<file path="src/rtl/axis_ram_writer_pkg.sv">
// Shared definitions for the RAM write-command stream generator: FSM states,
// command-word layout, length limits and the Galois LFSR step.
package axis_ram_writer_pkg;

  typedef enum logic [1:0] {
    ST_IDLE,
    ST_SEND,
    ST_FINISH
  } state_t;

  localparam logic [7:0]  LFSR_TAPS_DEFAULT = 8'hB8;
  localparam int unsigned MAX_LEN_DEFAULT   = 256;
  localparam int          LEN_W             = 9;
  localparam int          CMD_W             = 32;

  localparam int ADDR_LSB = 16;
  localparam int DATA_LSB = 0;

  function automatic logic [7:0] lfsr_step(input logic [7:0] cur, input logic [7:0] taps);
    return (cur >> 1) ^ (cur[0] ? taps : 8'h00);
  endfunction

  // Unused fields of the command word are zero.
  function automatic logic [CMD_W-1:0] cmd_word(input logic [7:0] addr, input logic [7:0] data);
    logic [CMD_W-1:0] w;
    w = '0;
    w[ADDR_LSB +: 8] = addr;
    w[DATA_LSB +: 8] = data;
    return w;
  endfunction

endpackage

</file>
<file path="src/rtl/axis_ram_writer_if.sv">
// AXI-Stream channel carrying RAM write-command words.
interface axis_ram_writer_if;
  import axis_ram_writer_pkg::*;

  logic [CMD_W-1:0] tdata;
  logic             tvalid;
  logic             tready;

  modport master (output tdata, output tvalid, input tready);
  modport slave  (input tdata, input tvalid, output tready);

endinterface

</file>
<file path="src/rtl/axis_ram_writer_lfsr8_galois.sv">
// 8-bit Galois LFSR with seed load and advance enable; an all-zero seed is
// replaced by 8'h01 so the register can never lock up.
module lfsr8_galois
  import axis_ram_writer_pkg::*;
#(
  parameter logic [7:0] TAPS = LFSR_TAPS_DEFAULT
) (
  input  logic       aclk,
  input  logic       aresetn,
  input  logic       load,
  input  logic [7:0] seed,
  input  logic       advance,
  output logic [7:0] state
);

  logic [7:0] state_q, state_d;

  // NOTE: every variable assigned in always_comb gets its default first, so no path leaves it unassigned and no latch is inferred.
  always_comb begin
    state_d = state_q;
    if (load) begin
      state_d = (seed == 8'h00) ? 8'h01 : seed;
    end else if (advance) begin
      state_d = lfsr_step(state_q, TAPS);
    end
  end

  // NOTE: sequential state uses non-blocking assignments so all flops update together at the edge.
  always_ff @(posedge aclk or negedge aresetn) begin
    if (!aresetn) begin
      state_q <= 8'h00;
    end else begin
      state_q <= state_d;
    end
  end

  assign state = state_q;

endmodule

</file>
<file path="src/rtl/axis_ram_writer.sv">
// Burst generator of {addr, data} write commands for the byte RAM, with a
// running checksum of the data bytes and a cumulative handshake counter.
module axis_ram_writer
  import axis_ram_writer_pkg::*;
#(
  parameter logic [7:0]  LFSR_TAPS = LFSR_TAPS_DEFAULT,
  parameter int unsigned MAX_LEN   = MAX_LEN_DEFAULT
) (
  input  logic             aclk,
  input  logic             aresetn,
  input  logic             start,
  input  logic [7:0]       base_addr,
  input  logic [LEN_W-1:0] length,
  input  logic [7:0]       seed,
  axis_ram_writer_if.master m_axis,
  output logic             busy,
  output logic             done,
  output logic [15:0]      checksum,
  output logic [31:0]      words_sent
);

  localparam logic [LEN_W-1:0] MAX_LEN_W = LEN_W'(MAX_LEN);

  state_t           state_q, state_d;
  logic [7:0]       addr_q, addr_d;
  logic [LEN_W-1:0] remaining_q, remaining_d;
  logic [15:0]      checksum_q, checksum_d;
  logic [31:0]      words_sent_q, words_sent_d;
  logic             busy_q, busy_d;
  logic             done_q, done_d;
  logic             tvalid_q, tvalid_d;

  logic             lfsr_load;
  logic             lfsr_advance;
  logic [7:0]       lfsr_state;
  logic [LEN_W-1:0] clamped_len;
  logic             handshake;

  lfsr8_galois #(
    .TAPS (LFSR_TAPS)
  ) u_lfsr (
    .aclk    (aclk),
    .aresetn (aresetn),
    .load    (lfsr_load),
    .seed    (seed),
    .advance (lfsr_advance),
    .state   (lfsr_state)
  );

  assign clamped_len = (length > MAX_LEN_W) ? MAX_LEN_W : length;
  assign handshake   = tvalid_q & m_axis.tready;

  always_comb begin
    state_d      = state_q;
    addr_d       = addr_q;
    remaining_d  = remaining_q;
    checksum_d   = checksum_q;
    words_sent_d = words_sent_q;
    busy_d       = busy_q;
    tvalid_d     = tvalid_q;
    done_d       = 1'b0;
    lfsr_load    = 1'b0;
    lfsr_advance = 1'b0;

    unique case (state_q)
      ST_IDLE: begin
        if (start) begin
          addr_d      = base_addr;
          remaining_d = clamped_len;
          checksum_d  = '0;
          busy_d      = 1'b1;
          lfsr_load   = 1'b1;
          if (clamped_len == '0) begin
            state_d = ST_FINISH;
          end else begin
            state_d  = ST_SEND;
            tvalid_d = 1'b1;
          end
        end
      end

      ST_SEND: begin
        if (handshake) begin
          addr_d       = addr_q + 8'd1;
          lfsr_advance = 1'b1;
          checksum_d   = checksum_q + {8'h00, lfsr_state};
          words_sent_d = words_sent_q + 32'd1;
          remaining_d  = remaining_q - 1'b1;
          if (remaining_q == LEN_W'(1)) begin
            tvalid_d = 1'b0;
            done_d   = 1'b1;
            state_d  = ST_FINISH;
          end
        end
      end

      // FINISH is left only once done has been visible for a cycle; a
      // zero-length burst arrives here without done set and raises it first.
      ST_FINISH: begin
        if (done_q) begin
          busy_d  = 1'b0;
          state_d = ST_IDLE;
        end else begin
          done_d = 1'b1;
        end
      end

      default: begin
        state_d  = ST_IDLE;
        busy_d   = 1'b0;
        tvalid_d = 1'b0;
      end
    endcase
  end

  always_ff @(posedge aclk or negedge aresetn) begin
    if (!aresetn) begin
      state_q      <= ST_IDLE;
      addr_q       <= 8'h00;
      remaining_q  <= '0;
      checksum_q   <= '0;
      words_sent_q <= '0;
      busy_q       <= 1'b0;
      done_q       <= 1'b0;
      tvalid_q     <= 1'b0;
    end else begin
      state_q      <= state_d;
      addr_q       <= addr_d;
      remaining_q  <= remaining_d;
      checksum_q   <= checksum_d;
      words_sent_q <= words_sent_d;
      busy_q       <= busy_d;
      done_q       <= done_d;
      tvalid_q     <= tvalid_d;
    end
  end

  // tdata is pure wiring of the address and LFSR flops, so it holds while stalled.
  assign m_axis.tdata  = cmd_word(addr_q, lfsr_state);
  assign m_axis.tvalid = tvalid_q;
  assign busy          = busy_q;
  assign done          = done_q;
  assign checksum      = checksum_q;
  assign words_sent    = words_sent_q;

endmodule
</file>
<file path="src/flat_wrapper.sv">
// flat-port wrapper written by rule: the top's interface ports become plain ports
module axis_ram_writer_flat import axis_ram_writer_pkg::*;
#(
  parameter logic [7:0]  LFSR_TAPS = LFSR_TAPS_DEFAULT,
  parameter int unsigned MAX_LEN   = MAX_LEN_DEFAULT
)
  (aclk, aresetn, start, base_addr, length, seed, busy, done, checksum, words_sent, m_axis_tdata, m_axis_tvalid, m_axis_tready);
  axis_ram_writer_if m_axis_i ();
  input  logic aclk;
  input  logic aresetn;
  input  logic start;
  input  logic [7:0] base_addr;
  input  logic [LEN_W-1:0] length;
  input  logic [7:0] seed;
  output logic busy;
  output logic done;
  output logic [15:0] checksum;
  output logic [31:0] words_sent;
  output wire logic [$bits(m_axis_i.tdata)-1:0] m_axis_tdata;
  output wire logic [$bits(m_axis_i.tvalid)-1:0] m_axis_tvalid;
  input wire logic [$bits(m_axis_i.tready)-1:0] m_axis_tready;
  assign m_axis_tdata = m_axis_i.tdata;
  assign m_axis_tvalid = m_axis_i.tvalid;
  assign m_axis_i.tready = m_axis_tready;
  axis_ram_writer #(.LFSR_TAPS(LFSR_TAPS), .MAX_LEN(MAX_LEN)) u_core (.aclk(aclk), .aresetn(aresetn), .start(start), .base_addr(base_addr), .length(length), .seed(seed), .m_axis(m_axis_i), .busy(busy), .done(done), .checksum(checksum), .words_sent(words_sent));
endmodule
</file>
<file path="config.mk">
export PLATFORM = sky130hd
export DESIGN_NAME = axis_ram_writer_flat
export DESIGN_NICKNAME = d
export VERILOG_FILES = /design/src/rtl/axis_ram_writer_pkg.sv /design/src/rtl/axis_ram_writer_if.sv /design/src/rtl/axis_ram_writer_lfsr8_galois.sv /design/src/rtl/axis_ram_writer.sv /design/src/flat_wrapper.sv
export SDC_FILE = /design/constraint.sdc
export NUM_CORES = 1
export LEC_CHECK = 0
export CORE_MARGIN = 2
export CORE_UTILIZATION = 35
export DETAILED_ROUTE_END_ITERATION = 10
export MAX_ROUTING_LAYER = met4
export SETUP_SLACK_MARGIN = 0.4
export SYNTH_ARGS = -nofsm -noshare
export SYNTH_HDL_FRONTEND = slang
export SYNTH_SLANG_ARGS = --single-unit
</file>
<file path="constraint.sdc">
create_clock -name aclk -period 2.65 [get_ports aclk]
set_clock_uncertainty 0.05 [all_clocks]
set_input_delay 0.53 -clock aclk [delete_from_list [all_inputs] [get_ports aclk]]
set_output_delay 0.53 -clock aclk [all_outputs]
set_load 0.05 [all_outputs]
</file>
==> flow_metrics.tcl, run 1 <==
set metrics [dict create \
    cts_sinks 78 \
    period_share_pct 83.1 \
    netlist_instances 456 \
    grt_util_all_layers_pct 16.2 \
    diodes 0 \
    power.density_nw_per_um2 1070 \
    cts_root_buf "clkbuf_16" \
    comb_power_share_pct 49.4 \
    p_int_mw 3.35 \
    max_freq_mhz 454 \
    clk_transition_reported_paths_ns 0.06 \
    vias_per_cell 5.10 \
    synth_edf_count 0 \
    die_area_um2 13200 \
    syn_to_final_growth_pct 33.2 \
    path_buf_inv 1 \
    path_max_fanout 5 \
    synth.most_common_cell "dfrtp_1" \
    finalWeightedCongestion 0.841 \
    drcViolationCount 0 \
    synth_area_leader_cell "dfrtp_1" \
    hold_buffers 0 \
    rows 40 \
    r2r_cells 6 \
    critPathTopFamily "buffers and inverters" \
    hold_viol 0 \
    ys_ff_latch 78 \
    r2r_slack_ns 0.54 \
    synth_area_um2 4310 \
    async_flop_share_pct 100 \
    ys_types 49 \
    synthFlopType "dfrtp_1" \
    die_h_um 115 \
    min_period_ns 2.20 \
    crit_arrival_ns 1.62 \
    ios 112 \
    drv_slew 0 \
    wirelength_mm 10.0 \
    wl_per_cell_um 14.2 \
    fin_nets 601 \
    rsz0062_at_grt "false" \
    dp.cells 691 \
    clk_latency_ns 0.33 \
    hold_path_class "in2async" \
    cts_tree "done" \
    grt_pass1_vias 3389 \
    power_mw 6.14 \
    yosys-top-cells-count "dfrtp_1 (78), nand2_1 (60), a21oi_1 (38), nor2_1 (37), xnor2_1 (34)" \
    synth_top_area_share_pct 45.3 \
    crit_path_end_kind "primary output" \
    io_buffers 95 \
    layout.cells.non_filler 708 \
    pwr-share-seq_pct 30.1 \
    peakVddDrop_v 0.000668 \
    drive_above_1_share_pct 7.13 \
    dieWidth_um 115 \
    outcome "completed" \
    dp_hpwl_mm 7.46 \
    maxSlewHeadroom_pct 60.0 \
    power.share.clock_pct 20.5 \
    slowest_delay_ns 0.85 \
    critPathKind "reg2out" \
    postRouteAntennaNets 0 \
    ys_warn_count 0 \
    ys_seq_area_share_pct 45.3 \
    max_cap_viol_count 0 \
    critPathLaunchType "flop" \
    p_leak_nw 2.56 \
    cts_buffers 9 \
    grt_overflow_total 0 \
    grt_max_degree 47 \
    avgSynthCellArea_um2 9.46 \
    worstPathCellList "clkdlybuf4s50_1" \
    grt_first_pass_wirelength_mm 16.6 \
    vias 3613 \
    fin_util_pct 47.8 \
    cp.required_ns 2.07 \
    r2r_start "u_core.checksum[2]" \
    drt_iter0_markers 241 \
    setup_viol 0 \
    critPathSlowestCell "clkdlybuf4s50_1" \
    setup_tns_ns 0 \
    antenna_found_initial 0 \
    p_switching_mw 2.79 \
    tightest_slew_ns 0.600 \
    r2r-end "u_core.checksum[13]" \
    htreeDepth 3 \
    p_sw_share_pct 45.5 \
    timing.hold.ws_ns 0.162 \
    ys_top_cells_by_area "dfrtp_1 (45%), xnor2_1 (6.9%), nand2_1 (5.2%)" \
    cts_buffer_depth 2 \
    core_um2 12000 \
    dr.pass1.iters 4 \
    initial_core_util_pct 35.9 \
]
## through the flow
| stage | cell area [µm²] | setup slack, ns |
|---|---|---|
| finish | 5740 | 0.449 |
| global route | 5740 | 0.401 |
| CTS | 5700 | 0.404 |
| detailed placement | 5400 | 0.168 |
| global placement | 5400 | 0.212 |
| floorplan | 4370 | 0.401 |
## flip-flops by register name (all words and copies together) (netlist names)
signal / count
u_core.state_q: 2
u_core.busy: 1
u_core.remaining_q: 9
u_core.done: 1
u_core.words_sent: 32
u_core.m_axis.tvalid: 1
u_core.checksum: 16
u_core.u_lfsr.state: 8
u_core.addr_q: 8
## how the worst max path moves through the flow
stage	start	end	slack (ns)	depth (start not counted)
final	u_core.words_sent[25]	words_sent[25]	0.45	1
after global routing	u_core.u_lfsr.state[4]	u_core.checksum[13]	0.40	6
after CTS	u_core.words_sent[4]	words_sent[4]	0.40	1
after detailed placement	m_axis_tready	u_core.checksum[13]	0.17	6
after global placement	m_axis_tready	u_core.words_sent[21]	0.21	7
after floorplan	u_core.u_lfsr.state[0]	u_core.checksum[10]	0.40	7
## layout by cell type, fill, tap and decap left out, types with 4 or more instances in the layout
cell type	n
o21ai_0	23
xnor2_1	34
inv_1	8
a21o_1	4
mux2i_1	6
a31oi_1	6
ha_1	14
nor2_1	37
nand4_1	12
clkbuf_16	9
nand3_1	18
a22o_1	7
clkdlybuf4s50_1	86
and3_1	7
a21oi_1	37
xor2_1	11
o211ai_1	4
inv_6	4
dlymetal6s2s_1	7
o22ai_1	4
a211oi_1	6
buf_4	10
dfrtp_1	78
nor3_1	8
conb_1	16
nand2_1	60
## layer usage
layer | up-vias | track usage [%] | routed length [µm]
met3 | 2 | 3.00 | 439
met4 | 0 | 5.70 | 46
met2 | 89 | 24.3 | 4580
li1 | 1783 | - | -
met1 | 1739 | 21.9 | 4960
met5 | - | - | 0
## layout make-up
cell class                 instances  area (µm²)
inverter                           8        30.0
clock buffer                       9         225
fill                            1152        6270
sequential                        78        1950
tap                              147         184
clock inverter                     7        78.8
multi-input combinational        354        2220
timing repair buffer             105        1050
## power by group through the flow
stage	clock network (mW)	logic, mW	registers [mW]
CTS	1.29	3.03	1.85
detailed placement	0	3.03	1.86
floorplan	0	1.52	2.49
finish	1.26	3.03	1.85
global route	1.36	3.31	1.90
global placement	0	2.97	1.86
## what timing repair did
item | 4_1_cts | 5_1_grt
pin swaps | 0 | 2
endpoints found under the setup margin | 4 | 22
gates resized for setup | 2 | 11
setup buffers | 0 | 1
## cells by family (layout without fill, tap and decap cells)
kind of cell	Yosys count	count (layout)	synth area share, %
compound gates	104	104	15.3
xor+xnor	45	45	9.14
fa+ha+maj	16	16	4.82
buf+inv	39	129	5.05
flops	78	78	45.3
mux	6	6	1.39
other cells	1	16	0.0870
simple gates	167	167	18.9
(Power assumes the default switching activity.)
==> run 2, diff against run 1 <==
==> constraint.sdc (replaced) <==
create_clock -name aclk -period 1.8 [get_ports aclk]
set_clock_uncertainty 0.05 [all_clocks]
set_input_delay 0.36 -clock aclk [delete_from_list [all_inputs] [get_ports aclk]]
set_output_delay 0.36 -clock aclk [all_outputs]
set_load 0.05 [all_outputs]
==> flow_metrics.tcl, run 2 (synthesized netlist as in run 1, its figures left out) <==
set metrics [dict create \
    r2r-end "u_core.checksum[6]" \
    r2r_slack_ns -0.15 \
    rows 40 \
    antenna_found_initial 0 \
    cts_sinks 78 \
    initial_core_util_pct 35.9 \
    outcome "complete, but fails checks" \
    cts_buffers 9 \
    htreeDepth 3 \
    cts_buffer_depth 2 \
    io_buffers 95 \
    layout_commonest_cell "buf_6" \
    crit_arrival_ns 2.13 \
    grt_pass1_vias 4380 \
    slowest_delay_ns 0.43 \
    finalWeightedCongestion 0.837 \
    grt_util_all_layers_pct 21.5 \
    dr.pass1.iters 4 \
    rsz0062_at_grt "true" \
    hold_viol 0 \
    critPathTopFamily "compound AO/OA/AOI/OAI gates" \
    dp_hpwl_mm 8.37 \
    drv_slew 0 \
    cp.required_ns 1.98 \
    crit_path_end_kind "flop" \
    wirelength_mm 14.0 \
    wl_per_cell_um 16.7 \
    grt_first_pass_wirelength_mm 21.6 \
    min_period_ns 1.95 \
    crit_cells 7 \
    drive_above_1_share_pct 58.5 \
    crit_path_end "u_core.checksum[6]" \
    grt_overflow_total 0 \
    period_share_pct 109 \
    violations "setup timing" \
    p_leak_nw 3.70 \
    die_area_um2 13200 \
    critPathKind "reg2reg" \
    r2r_start "u_core.u_lfsr.state[0]" \
    fin_nets 729 \
    fillers 873 \
    cts_root_buf "clkbuf_16" \
    setup_viol 47 \
    clk_transition_reported_paths_ns 0.06 \
    die_h_um 115 \
    worstPathCellList "ha_4 -> fa_2 -> a211oi_4 -> o21bai_1 -> a21oi_1 -> xnor2_1 -> a22o_1" \
    largest_reg_flops 32 \
    fin_util_pct 69.2 \
    vias_per_cell 5.17 \
    max_freq_mhz 512 \
    multi_input_area_um2 3110 \
    path_max_fanout 2 \
    hold_path_class "reg2reg" \
    critPathLaunchType "flop" \
    ios 112 \
    core_um2 12000 \
    maxSlewHeadroom_pct 60.7 \
    fin_ws_ns -0.154 \
    dieWidth_um 115 \
    place_area_um2 6030 \
    vias 4318 \
    max_cap_viol_count 0 \
    path_buf_inv 0 \
    cts_tree "done" \
    critPathSlowestCell "dfrtp_2" \
    clk_latency_ns 0.35 \
    drcViolationCount 0 \
    power.density_nw_per_um2 1650 \
    fin_area_um2 8310 \
    cp-startpoint "u_core.u_lfsr.state[0]" \
    peakVddDrop_v 0.00125 \
    regArea_um2 2020 \
    grt_max_degree 33 \
    mostFrequentLayoutCells "buf_6 (96), buf_4 (66), dfrtp_2 (51)" \
    syn_to_final_growth_pct 92.7 \
    diodes 0 \
    drt_iter0_markers 240 \
    tightest_slew_ns 0.587 \
    postRouteAntennaNets 0 \
    r2r_cells 7 \
]
-- run 2: worst min-delay path by stage --
stage | from | to | depth (start not counted)
finish | u_core.words_sent[24] | u_core.words_sent[24] | 1
global route | u_core.words_sent[31] | u_core.words_sent[31] | 1
CTS | u_core.words_sent[24] | u_core.words_sent[24] | 1
detailed placement | aresetn | u_core.remaining_q[6] | 1
global placement | aresetn | u_core.remaining_q[6] | 1
floorplan | aresetn | u_core.addr_q[0] | 0
-- run 2: metrics by stage --
stage / hold WS, ns / std cells / setup WS (ns) / setup TNS, ns / power [mW]
6_report: 0.437 / 836 / -0.154 / -3.47 / 13.7
5_1_grt: 0.457 / 836 / -0.221 / -7.67 / 14.5
4_1_cts: 0.424 / 803 / -0.134 / -1.27 / 12.7
3_5_place_dp: 0.290 / 740 / -0.338 / -14.31 / 8.38
3_3_place_gp: 0.289 / 740 / -0.300 / -13.69 / 8.30
2_1_floorplan: 0.0144 / 471 / -0.173 / -1.05 / 6.56
-- run 2: where the power goes --
group / switching, mW / leakage (nW) / internal (mW)
Sequential: 0.658 / 0.940 / 2.24
Combinational: 4.32 / 2.62 / 4.65
Clock: 0.754 / 0.146 / 1.11
-- run 2: cell type report --
class / instances / share of cell area (%)
Sequential cell: 78 / 24.3
Inverter: 8 / 0.361
Multi-Input combinational cell: 354 / 37.5
Tap cell: 147 / 2.21
Clock inverter: 5 / 0.723
Timing Repair Buffer: 233 / 32.0
Clock buffer: 11 / 2.92
-- run 2: what timing repair did --
item,in CTS,in global routing
buffers inserted,39,33
pin swaps,75,47
gates cloned,7,0
endpoints found under the setup margin,118,130
resized for setup,199,89
hold buffers,1,0
endpoints found under the hold margin,28,0
-- run 2: per-layer routing --
layer	track usage (%)	vias to the layer above	share of wire (%)
met5	-	-	0
met4	7.07	0	2.1
li1	-	2051	-
met1	26.2	2110	42
met2	35.3	128	52
met3	5.06	29	4.6
